$ cat src/rtl/piso_tx.sv
// piso_tx: valid/ready word in, LSB-first bit-serial out with enable and last strobes.
// Define PISO_TX_PARITY_EN to append an even-parity bit to every frame.
module piso_tx #(
    parameter int DATA_W  = 8,
    parameter int CLK_DIV = 1
) (
    input  logic              aclk,
    input  logic              arst,
    input  logic              in_valid,
    output logic              in_ready,
    input  logic [DATA_W-1:0] in_data,
    output logic              sout,
    output logic              sout_en,
    output logic              sout_last,
    output logic              busy
);
    localparam int CW = $clog2(DATA_W + 1);
    localparam int DW = CLK_DIV > 1 ? $clog2(CLK_DIV) : 1;
    localparam logic [DW-1:0] DIV_MAX = DW'(CLK_DIV - 1);
    localparam logic [CW-1:0] LAST_BIT = CW'(DATA_W - 1);

`ifdef PISO_TX_PARITY_EN
    typedef enum logic [1:0] {IDLE, SHIFT, PAR} state_t;
    logic par_q, par_d;
`else
    typedef enum logic [1:0] {IDLE, SHIFT} state_t;
`endif

    state_t            state_q, state_d;
    logic [DATA_W-1:0] shift_q, shift_d;
    logic [CW-1:0]     cnt_q, cnt_d;
    logic [DW-1:0]     div_q, div_d;
    logic              in_ready_q, in_ready_d;
    logic              sout_q, sout_d;
    logic              sout_en_q, sout_en_d;
    logic              sout_last_q, sout_last_d;
    logic              busy_q, busy_d;

    always_comb begin
        state_d = state_q;
        shift_d = shift_q;
        cnt_d   = cnt_q;
        div_d   = div_q;
`ifdef PISO_TX_PARITY_EN
        par_d   = par_q;
`endif
        case (state_q)
            IDLE: begin
                if (in_valid && in_ready_q) begin
                    state_d = SHIFT;
                    shift_d = in_data;
                    cnt_d   = '0;
                    div_d   = '0;
`ifdef PISO_TX_PARITY_EN
                    par_d   = ^in_data;
`endif
                end
            end
            SHIFT: begin
                if (div_q == DIV_MAX) begin
                    div_d   = '0;
                    shift_d = shift_q >> 1;
                    cnt_d   = cnt_q + 1'b1;
`ifdef PISO_TX_PARITY_EN
                    if (cnt_q == LAST_BIT) state_d = PAR;
`else
                    if (cnt_q == LAST_BIT) state_d = IDLE;
`endif
                end else begin
                    div_d = div_q + 1'b1;
                end
            end
`ifdef PISO_TX_PARITY_EN
            PAR: begin
                if (div_q == DIV_MAX) begin
                    div_d   = '0;
                    state_d = IDLE;
                end else begin
                    div_d = div_q + 1'b1;
                end
            end
`endif
            default: state_d = IDLE;
        endcase
        // Outputs are registered: derive them from the state being entered.
        in_ready_d = state_d == IDLE;
        busy_d     = state_d != IDLE;
        sout_en_d  = state_d != IDLE;
`ifdef PISO_TX_PARITY_EN
        sout_d      = state_d == PAR ? par_d : (state_d == SHIFT && shift_d[0]);
        sout_last_d = state_d == PAR;
`else
        sout_d      = state_d == SHIFT && shift_d[0];
        sout_last_d = state_d == SHIFT && cnt_d == LAST_BIT;
`endif
    end

    always_ff @(posedge aclk or posedge arst) begin
        if (arst) begin
            state_q     <= IDLE;
            shift_q     <= '0;
            cnt_q       <= '0;
            div_q       <= '0;
            in_ready_q  <= 1'b0;
            sout_q      <= 1'b0;
            sout_en_q   <= 1'b0;
            sout_last_q <= 1'b0;
            busy_q      <= 1'b0;
`ifdef PISO_TX_PARITY_EN
            par_q       <= 1'b0;
`endif
        end else begin
            state_q     <= state_d;
            shift_q     <= shift_d;
            cnt_q       <= cnt_d;
            div_q       <= div_d;
            in_ready_q  <= in_ready_d;
            sout_q      <= sout_d;
            sout_en_q   <= sout_en_d;
            sout_last_q <= sout_last_d;
            busy_q      <= busy_d;
`ifdef PISO_TX_PARITY_EN
            par_q       <= par_d;
`endif
        end
    end

    assign in_ready  = in_ready_q;
    assign sout      = sout_q;
    assign sout_en   = sout_en_q;
    assign sout_last = sout_last_q;
    assign busy      = busy_q;
endmodule

$ cat config.mk
export PLATFORM = sky130hd
export DESIGN_NAME = piso_tx
export DESIGN_NICKNAME = d
export VERILOG_FILES = /design/src/rtl/piso_tx.sv
export SDC_FILE = /design/constraint.sdc
export NUM_CORES = 1
export LEC_CHECK = 0
export ABC_CLOCK_PERIOD_IN_PS = 1300
export CORE_MARGIN = 2
export CORE_UTILIZATION = 46
export CTS_BUF_LIST = sky130_fd_sc_hd__clkbuf_8
export DETAILED_ROUTE_END_ITERATION = 10
export GPL_TIMING_DRIVEN = 1
export HOLD_SLACK_MARGIN = 0.12
export PLACE_DENSITY_LB_ADDON = 0.05
export SYNTH_ARGS = -nofsm -noshare
export SYNTH_HDL_FRONTEND = slang
export SYNTH_SLANG_ARGS = --single-unit
$ cat constraint.sdc
create_clock -name aclk -period 1.3 [get_ports aclk]
set_input_delay 0.26 -clock aclk [delete_from_list [all_inputs] [get_ports aclk]]
set_output_delay 0.26 -clock aclk [all_outputs]
set_load 0.02 [all_outputs]
Word level (Yosys, flattened, before mapping). Cells that the tools add are included.

Output and inout bits: 5. Flip-flop bits (word level): 19.

$add $sub $neg: 2. Mux-type cells: 13. Reductions and logical operators: 9. Equal/unequal tests: 6.

Operator list (number): $mux W8 (2); $pmux W8 S2 (1); $eq A4 B3 Y1 const B (2); $mux W4 (2); $pmux W4 S2 (1); $mux W2 (3); $add A4 B1 Y4 const B (1); $eq A2 B1 Y1 const B (2); $logic_not A2 Y1 (2); $ne A2 B2 Y1 const B (2); $pmux W2 S2 (1); $reduce_bool A2 Y1 (2); $logic_and A1 B1 Y1 (3); $reduce_and A3 Y1 (1); $mux W1 (2); $pmux W1 S2 (1); $reduce_and A2 Y1 (1); $add A1 B1 Y1 const B (1).

Depth between registers and ports, before layout.
Depth after elaboration: 6. Depth in mapped cells: 4. Depth with buffers taken out: 4.

Worst setup path after synthesis. OpenSTA, ideal clock, no wires.

Kind: flip-flop to flip-flop. Start point: reg in_ready_q, in the netlist in_ready. End point: reg cnt_q[3]. Clock period less this slack: 1.236 ns. Stages on the path, launching flop included: 5. Buffers on the path: 1. Path slack: 0.064 ns. Data required time: 1.176 ns. Arrival: 1.112 ns. Cell sequence: dfrtp_1 -> nor4bb_1 -> clkbuf_2 -> nand2b_1 -> mux2i_1.

Word-level cells in the longest chain between the ends: 3.

Ends and longest elaborated chain: start: declaration (RTL line 33) `logic in_ready_q, in_ready_d;`; start signal: assignment (RTL line 117) `in_ready_q <= in_ready_d;`; $logic_and A1 B1 Y1 (RTL line 49) `if (in_valid && in_ready_q) begin`; $mux W4 (RTL line 49); $pmux W4 S2 (RTL line 47) `case (state_q)`; via cnt_d[3] (RTL line 31) `logic [CW-1:0] cnt_q, cnt_d;`; end signal: assignment (RTL line 115) `cnt_q <= cnt_d;`; end: declaration (RTL line 31).

The timed path passes the listed nets, and every way through them passes these cells. A chain may end at the register's enable or synchronous reset.

Final worst setup path.
Start point: reg state_q[0]. End point: reg cnt_q[3].

Word-level cells in the longest chain between the ends: 2.

Ends and longest elaborated chain: start: declaration (RTL line 29) `state_t state_q, state_d;`; start signal: assignment (RTL line 113) `state_q <= state_d;`; $eq A2 B1 Y1 or $logic_not A2 Y1 (tied branches) (RTL line 47); $pmux W4 S2 * (RTL line 47); via cnt_d[3] (RTL line 31).

The timed path passes the listed nets; every way through them passes the cells marked *.

==> reports/qor.txt <==
Run status: complete, no violations
Vias in the first global route: 538
Antenna-violating nets left: 0
Wirelength per Cell: 13.2 um
CTS Sinks: 17
Final Net Count: 106
H-tree lvl count: 1
Core Rows: 14
Worst R2R Start: state_q[0]
Buffers & Inverters on Critical Path: 1
Yosys reg bits: 17
First-pass detailed-route iteration total: 4
Endpoint class of the critical path: flop
Max-slew violations: 0
Largest delay contributor family on the critical path: flip-flops
Arrival time at the worst endpoint: 1.42 ns
Ys Warns: 0
Crit path kind: flop to flop
Initial core utilization: 0.496
Post-CTS setup buffer count: 0
Critical Path Slowest Stage Cell: dfrtp_2
Tcrit/Tclk final: 0.988
Drt total wl: 1440 um
Root buffer cell: clkbuf_8
Syn Area/Cell: 10.7 um^2
Mapped Nets: 82
Drt drc: 0
Die ar.: 1960 um^2
Total grt overflow: 0
Max-cap viol count: 0
HP Class: input port to asynchronous set/reset pin
Fraction of layout cells with a size suffix above 1: 0.194
Final Hold Violating Endpoints: 0
Power per cell area: 1460 nW/um^2
Final setup vio count: 0
CTS tree: yes
Fmax: 0.778 GHz
CTS Buffer Depth: 2
FF-to-FF End: cnt_q[3]
Die W: 44.3 um
VDD IR-drop max: 0.861 mV
WP data required: 1.43 ns
ANT cells: 0
Post-Synthesis Cells: 70
Hpwl dp: 995 um
Detailed Route Iter0 Violations: 26
Via count: 569
Routability cong.: 0.754
Min Tclk post-route: 1.28 ns
Reg-to-reg slack, setup: 0.02 ns
Clock transition at path regs: 0.06 ns
Die H: 44.3 um
Leak Pwr: 0.492 nW
Total design power: 1.49 mW
Largest net degree at the start of global routing: 18
CP max FO: 8
Antenna violations before repair: 0
IO Port Bufs: 15
CP peak stage delay: 0.45 ns
Post-synthesis sequential area ratio: 0.570
Setup TNS: 0 ns
Post-synth cell types: 28
Core Region: 1510 um^2
Startpoint types: flop
Number of hold buffers added after CTS: 0
Clock Skew: 0.00123 ns
Crit-path cells: nor4bb_2 -> buf_4 -> nand2b_1 -> mux2i_1
Via density: 5.22
Cts bufs inserted: 3
Worst skew pair latency: 0.25 ns
Area Growth Syn to Fin: 36.0%
Ports: 16
Netlist Area Pre-Place: 747 um^2
Reg2reg path depth: 4
First-pass GRT wire length: 2280 um
Overall Global Routing Usage: 0.162
registers in the layout, summed over array words and instances (netlist names):
signal / cells
busy: 1
cnt_q: 4
in_ready: 1
shift_q: 7
sout: 1
sout_last: 1
state_q: 2
worst max-delay path by stage:
stage | startpoint | to | slack [ns] | cells past startpoint
2_1_floorplan | in_ready | cnt_q[3] | 0.06 | 4
3_3_place_gp | in_valid | shift_q[6] | -0.20 | 4
3_5_place_dp | in_valid | shift_q[6] | -0.22 | 4
4_1_cts | state_q[0] | shift_q[5] | 0.03 | 4
5_1_grt | state_q[0] | cnt_q[3] | -0.04 | 4
6_report | state_q[0] | cnt_q[3] | 0.02 | 4
stage by stage:
stage	hold slack (ns)	utilization	instance area, um^2	instances	setup slack, ns
after detailed placement	0.490	0.632	952	105	-0.215
after global placement	0.483	0.632	952	105	-0.197
after CTS	0.326	0.661	996	109	0.0336
after floorplan	0.186	-	747	70	0.0639
final	0.315	0.674	1020	109	0.0150
after global routing	0.345	0.674	1020	109	-0.0407
kinds of logic after synthesis:
group / synth area share
simple gates: 0.137
compound gates: 0.162
flops: 0.570
buf+inv: 0.0687
mux: 0.0285
fa+ha+maj: 0.0167
other cells: 0.00502
xor+xnor: 0.0117
synthesized netlist by cell type:
| library cell | count | share of area |
|---|---|---|
| mux2i_1 | 1 | 0.013 |
| nand2b_1 | 1 | 0.0084 |
| o21ai_0 | 7 | 0.047 |
| a22o_1 | 1 | 0.012 |
| a22oi_1 | 5 | 0.050 |
| or2_0 | 1 | 0.0084 |
| clkbuf_2 | 1 | 0.0067 |
| nor4bb_1 | 1 | 0.013 |
| nand2_1 | 6 | 0.030 |
| buf_4 | 2 | 0.020 |
| nor2_1 | 4 | 0.020 |
| nand4_1 | 1 | 0.0084 |
| a21oi_2 | 1 | 0.012 |
| nand4b_1 | 1 | 0.012 |
| nor2b_1 | 1 | 0.0084 |
| xnor2_1 | 1 | 0.012 |
| a21oi_1 | 1 | 0.0067 |
| conb_1 | 1 | 0.0050 |
| buf_2 | 1 | 0.0067 |
| a222oi_1 | 1 | 0.013 |
| ha_1 | 1 | 0.017 |
| nor4_1 | 1 | 0.0084 |
| mux2_2 | 1 | 0.015 |
| o21a_1 | 1 | 0.010 |
| nor3b_1 | 2 | 0.020 |
| dfrtp_1 | 17 | 0.57 |
| inv_1 | 7 | 0.035 |
| a32oi_1 | 1 | 0.012 |
worst register-to-register path, cell delays in order, from the launching register on:
cell and delay, ns:
dfrtp_2 0.45, nor4bb_2 0.33, buf_4 0.21, nand2b_1 0.11, mux2i_1 0.06
layer usage:
layer,routed length [um],vias to the layer above,GRT usage
met3,68,0,0.0735
met4,0,0,0.0364
met2,651,11,0.253
li1,-,287,-
met5,0,-,0
met1,718,271,0.209
where the power goes:
group          leakage [nW]  total [mW]  internal, mW  switching, mW
clock                0.0269       0.379         0.209          0.170
combinational         0.254       0.383         0.208          0.176
sequential            0.211       0.724         0.640         0.0834
timing repair:
| item | CTS | global route |
|---|---|---|
| gates resized for setup | 6 | 6 |
| pin swaps | 0 | 2 |
| endpoints found under the setup margin | 6 | 6 |
| endpoints found under the hold margin | 0 | 0 |
layout make-up:
class | count | area (um^2)
fillers | 116 | 490
flip-flops and latches | 17 | 428
multi-input cells | 42 | 290
repair buffers | 23 | 206
clock buffers | 3 | 41.3
inverters | 7 | 26.3
well taps | 16 | 20.0
clock inverters | 1 | 3.75
layout by cell type (no fill, tap or decap), drive strengths merged:
cell type and count:
o21ai 7, clkbuf 3, nand4 1, a222oi 1
o21a 1, nor3b 2, dlymetal6s2s 1, clkdlybuf4s50 9
inv 8, or2 1, mux2 1, buf 8
xnor2 1, a22o 1, nor4 1, nor4bb 1
a32oi 1, a21oi 2, nand2 6, dfrtp 17
nor2b 1, nand2b 1, nand4b 1, a22oi 5
dlygate4sd2 5, ha 1, conb 1, nor2 4
mux2i 1
(Power assumes the default switching activity.)
==> edit 1: new RTL, config.mk and constraints unchanged <==
The parameter `DATA_W` goes from 8 to 4.
--- a/src/rtl/piso_tx.sv
+++ b/src/rtl/piso_tx.sv
@@ -2,5 +2,5 @@
 // Define PISO_TX_PARITY_EN to append an even-parity bit to every frame.
 module piso_tx #(
-    parameter int DATA_W  = 8,
+    parameter int DATA_W  = 4,
     parameter int CLK_DIV = 1
 ) (
Interface: changed (resized in_data); port bits go from 16 to 12. No check against the original RTL was run, so the function may have changed too.
==> edit 1 against the original RTL <==
Sequential power decreased by 33%; sequential cell count is 5 lower; setup slack better by 0.064 ns; cell area shrank 28%; clock power is 13% lower; worst hold slack gained 0.011 ns; power shrank 27%; synthesized area decreased by 27%; cell count shrank 26%; routed wire length shrank 20%; critical endpoint is now sout_last$_DFF_PP0_; largest cell class unchanged.
==> edit 1: results (changes against the original RTL) <==
- Post-DP HPWL: 848 um (-15%)
- Final setup margin: 0.0787 ns (+0.0637 ns)
- Fill cells: 91 (-22%)
- Worst vdd ir: 0.828 mV (-3.9%)
- Synth cell types: 19 (-32%)
- Synth Flop Type: dfrtp_1
- Input/output buffers: 11 (-4)
- Ys Warns: 0 (unchanged)
- Clk_skew: 0.000492 ns (-0.000734 ns)
- Number of buffers created by CTS: 3 (unchanged)
- # nets final: 78 (-26%)
- Post-synth ARST share: 100% (unchanged)
- Final Wtd Congestion: 0.861 (+14%)
- Worst-path clk slew: 0.05 ns
- Worst Path Max Fanout: 2 (-6)
- Iter 0 DRT Violations: 10 (-62%)
- First-pass GRT wire length: 1920 um (-16%)
- All-Layer GR Usage: 20.4% (+4.2 points)
- Antenna violations before repair: 0 (unchanged)
- Ranking of synthesized cells by area: dfrtp_1 55%, o21ai_0 5.5%, nand2_1 4.8%
- Via Count: 433 (-24%)
- CP Data Arrival Time: 1.36 ns (-0.06 ns)
- Clock latency on the worst-skew pair: roughly 0.24 ns
- Layout cells sized above 1: 16.4% (-2.9 points)
- Antenna diodes: 0 (unchanged)
- WL/cell: 14.2 um (+7.9%)
- Regs by FF count: cnt_q x3, shift_q x3, state_q x2
- Max Root-Sink Buffers: 2 (unchanged)
- TritonRoute pass-1 iters: 3 (-1)
- Post-synthesis sequential area ratio: 55.4% (-1.5 points)
- Synth top cells by count: 12 x dfrtp_1, 7 x nand2_1, 6 x o21ai_0
- Largest net degree at the start of global routing: 13 (-5)
- Clock root cell: clkbuf_8
- Mapped Nets: 60 (-27%)
- CTS H-Tree Depth: 1 (unchanged)
- Dpl ws: -0.159 ns (+0.0565 ns)
- Leak: 0.350 nW (-29%)
- Number of global-route vias before repair: 447 (-17%)
- Min-Delay Path Class: in2async
- Outcome: finished clean
- Post CTS Setup Buffer Count: 0 (unchanged)
## edit 1: changes by cell type after synthesis, sizes merged, moves of 2 or more
| cell | change |
|---|---|
| inv | -3 |
| nor2 | -3 |
| nand2b | +2 |
| and2 | +2 |
| dfrtp | -5 |
| and4b | +2 |
| nor3b | -2 |
| a22oi | -5 |
## edit 1: cell type report
class	instances	share of cell area, %
repair buffers	15	18.3
clock buffers	3	5.63
multi-input cells	33	30.7
flip-flops and latches	12	41.0
inverters	4	2.05
well taps	14	2.39
## edit 1: kinds of logic (layout without fill, tap and decap cells)
family | Yosys count | after routing | synth area share (%)
compound gates | 13 | 13 | 15.2
fa+ha+maj | 2 | 2 | 4.62
buf+inv | 6 | 22 | 6.24
flops | 12 | 12 | 55.4
other cells | 1 | 1 | 0.692
simple gates | 17 | 17 | 17.8
## edit 1: metal layers
layer	GRT usage, %	wire (um)
met1	20.5	459
met2	35.2	631
met3	8.72	49
met4	10.7	12
met5	0	0
## edit 1: what timing repair did
action,in CTS,in global routing
pin swaps,0,0
gates resized for setup,5,4
endpoints found under the setup margin,5,4
## edit 1: critical path, stage by stage (launching register included)
cell	delay (ns)
dfrtp_1	0.38
ha_1	0.20
ha_1	0.19
nand2b_4	0.15
nor4_2	0.20
## edit 1: worst paths after layout
kind / endpoint / startpoint / depth (start not counted)
max in group asynchronous: shift_q[3]$_DFFE_PP0P_ / arst / 2
min in group aclk: shift_q[3]$_DFFE_PP0P_ / shift_q[3]$_DFFE_PP0P_ / 2
worst min register to register: shift_q[3]$_DFFE_PP0P_ / shift_q[3]$_DFFE_PP0P_ / 2
worst max register to register: sout_last$_DFF_PP0_ / cnt_q[0]$_DFF_PP0_ / 4
worst min-delay path: shift_q[1]$_DFFE_PP0P_ / arst / 2
worst max-delay path: sout_last$_DFF_PP0_ / cnt_q[0]$_DFF_PP0_ / 4
## edit 1: per-stage QoR
step                power (mW)  cell area [sq um]  hold slack, ns  cells
floorplan                0.642                542           0.125     51
global placement         0.733                681           0.480     78
detailed placement       0.751                681           0.504     78
CTS                       1.07                716           0.340     81
global route              1.15                733           0.367     81
finish                    1.08                733           0.326     81
## edit 1: power by group
group	switching [mW]	internal [mW]	total (mW)	leakage [nW]
clock network	0.125	0.203	0.328	0.0216
registers	0.0466	0.440	0.487	0.153
logic	0.134	0.134	0.269	0.176
total	0.306	0.777	1.08	0.350
==> edit 2: new RTL, same settings <==
Made on the original files. `shift_q` no longer has a reset.
--- a/src/rtl/piso_tx.sv
+++ b/src/rtl/piso_tx.sv
@@ -99,5 +99,4 @@
         if (arst) begin
             state_q     <= IDLE;
-            shift_q     <= '0;
             cnt_q       <= '0;
             div_q       <= '0;
@@ -112,5 +111,4 @@
         end else begin
             state_q     <= state_d;
-            shift_q     <= shift_d;
             cnt_q       <= cnt_d;
             div_q       <= div_d;
@@ -126,4 +124,8 @@
     end
 
+    always_ff @(posedge aclk) begin
+        shift_q <= shift_d;
+    end
+
     assign in_ready  = in_ready_q;
     assign sout      = sout_q;
Formal check against the unedited RTL: no difference found for any inputs over 10 cycles, from zero or initial values and one cycle with arst high; that may be too few to reach the edited logic, so the function may still have changed.
==> edit 2 against the original RTL <==
The run now ends with negative setup slack left; clock skew increased by 0.0023 ns; power increased by 6.1%; routed wire length decreased by 2.8%; cell area increased by 8.7%; cell count decreased by 9.2%; critical path depth unchanged; die area increased by 6.2%; sequential cell count increased by 1; count of clock-buffer cells in the layout unchanged; setup slack got worse by 0.090 ns; synthesized area increased by 6.9%; highest routed layer unchanged.
==> edit 2: results (changes against the original RTL) <==
- Outcome: complete, but fails checks
- Failing checks: negative setup slack
- Leak: 0.500 nW (+1.8%)
- Min-Delay Path Class: in2async
- First-pass GRT wire length: 2370 um (+3.6%)
- Endpoints failing setup: 1 (+1)
- Multiplexer area fraction after synthesis: 3.13% (+0.29 points)
- CP Capture Type: flip-flop
- Post-synth ARST share: 55.6% (-44 points)
- Input/output buffers: 15 (unchanged)
- Mean Syn Cell Area: 14.5 sq um (+36%)
- Placement Cell Area: 1020 sq um (+7.2%)
- Worst vdd ir: 0.866 mV (+0.55%)
- # nets final: 95 (-10%)
- Number of global-route vias before repair: 523 (-2.8%)
- R2r worst-path depth: 4 (unchanged)
- Clock root cell: clkbuf_8
- Worst Path Max Fanout: 2 (-6)
- Post-Synth XOR/XNOR Area: 1.10% (-0.075 points)
- Post-synthesis sequential area ratio: 60.2% (+3.2 points)
- Layout cells sized above 1: 37.8% (+18 points)
- Final setup margin: -0.0750 ns (-0.0900 ns)
- Post CTS Setup Buffer Count: 1 (+1)
- Number of synthesized flops with an enable pin: 7 (+7)
- Launch point of the worst path: cnt_q[1]$_DFF_PP0_
- Dpl ws: -0.390 ns (-0.175 ns)
- Post-Route Setup TNS: -0.0750 ns (-0.0750 ns)
- Clock latency on the worst-skew pair: between 0.2 and 0.25 ns
- Total combinational power: 0.456 mW (+19%)
- Clk_skew: 0.00354 ns (+0.00231 ns)
- Final Wtd Congestion: 0.780 (+3.4%)
- Placed cells: 94 (-10%)
- All-Layer GR Usage: 16.0% (-0.20 points)
- Antenna diodes: 0 (unchanged)
- Ranking of synthesized cells by area: dfrtp_1 31%, edfxtp_1 26%, a22o_1 5.5%
- Adder-cell share of the synthesized area: 1.57% (-0.11 points)
- Drt via density: 5.33 (+2.2%)
- Regs by FF count: shift_q x8, cnt_q x4, state_q x2
- Mapped Nets: 67 (-18%)
- PostCTS Resize Cnt: 12 (+6)
- Post-DP HPWL: 1070 um (+7.7%)
- Synth top cells by count: 10 x dfrtp_1, 7 x edfxtp_1, 5 x a22o_1
- Largest net degree at the start of global routing: 11 (-7)
- Setup crit end: sout_last$_DFF_PP0_
- Fin cells: 99 (-9.2%)
- Worst-path clk slew: 0.07 ns
- Clock share of power: 24.2% (-1.3 points)
- Synth cell types: 27 (-3.6%)
- Post-synthesis compound-gate area fraction: 13.6% (-2.6 points)
- Iter 0 DRT Violations: 18 (-31%)
- WL/cell: 14.1 um (+7.0%)
- Final hold slack: 0.296 ns (-0.0194 ns)
- Number of buffers created by CTS: 3 (unchanged)
- CP Data Arrival Time: 1.51 ns (+0.09 ns)
- Switch share: 27.1% (-1.8 points)
[edit 2: routing by layer]
metal | vias up | GRT usage, % | share of wire (%) | wire (um)
met3 | 0 | 2.38 | 4.1 | 57
li1 | 253 | - | - | -
met5 | - | 0 | 0 | 0
met4 | 0 | 3.53 | 0 | 0
met2 | 11 | 25.1 | 48 | 675
met1 | 264 | 23.5 | 48 | 665
[edit 2: final cells by class]
type,count,area [sq um]
Fill cell,144,566
Sequential cell,18,482
Multi-Input combinational cell,30,309
Timing Repair Buffer,26,229
Clock buffer,3,41.3
Tap cell,17,21.3
Inverter,4,18.8
Clock inverter,1,3.75
[edit 2: cells by family after synthesis]
family,Yosys count
buf+inv,7
other cells,1
simple gates,13
compound gates,12
fa+ha+maj,1
xor+xnor,1
mux,2
flops,18
[edit 2: worst max-delay path, stage by stage, from the launching register on]
cell and delay [ns]:
dfrtp_1 0.39, ha_2 0.20, mux2_4 0.29, a22o_1 0.19, and4b_1 0.20
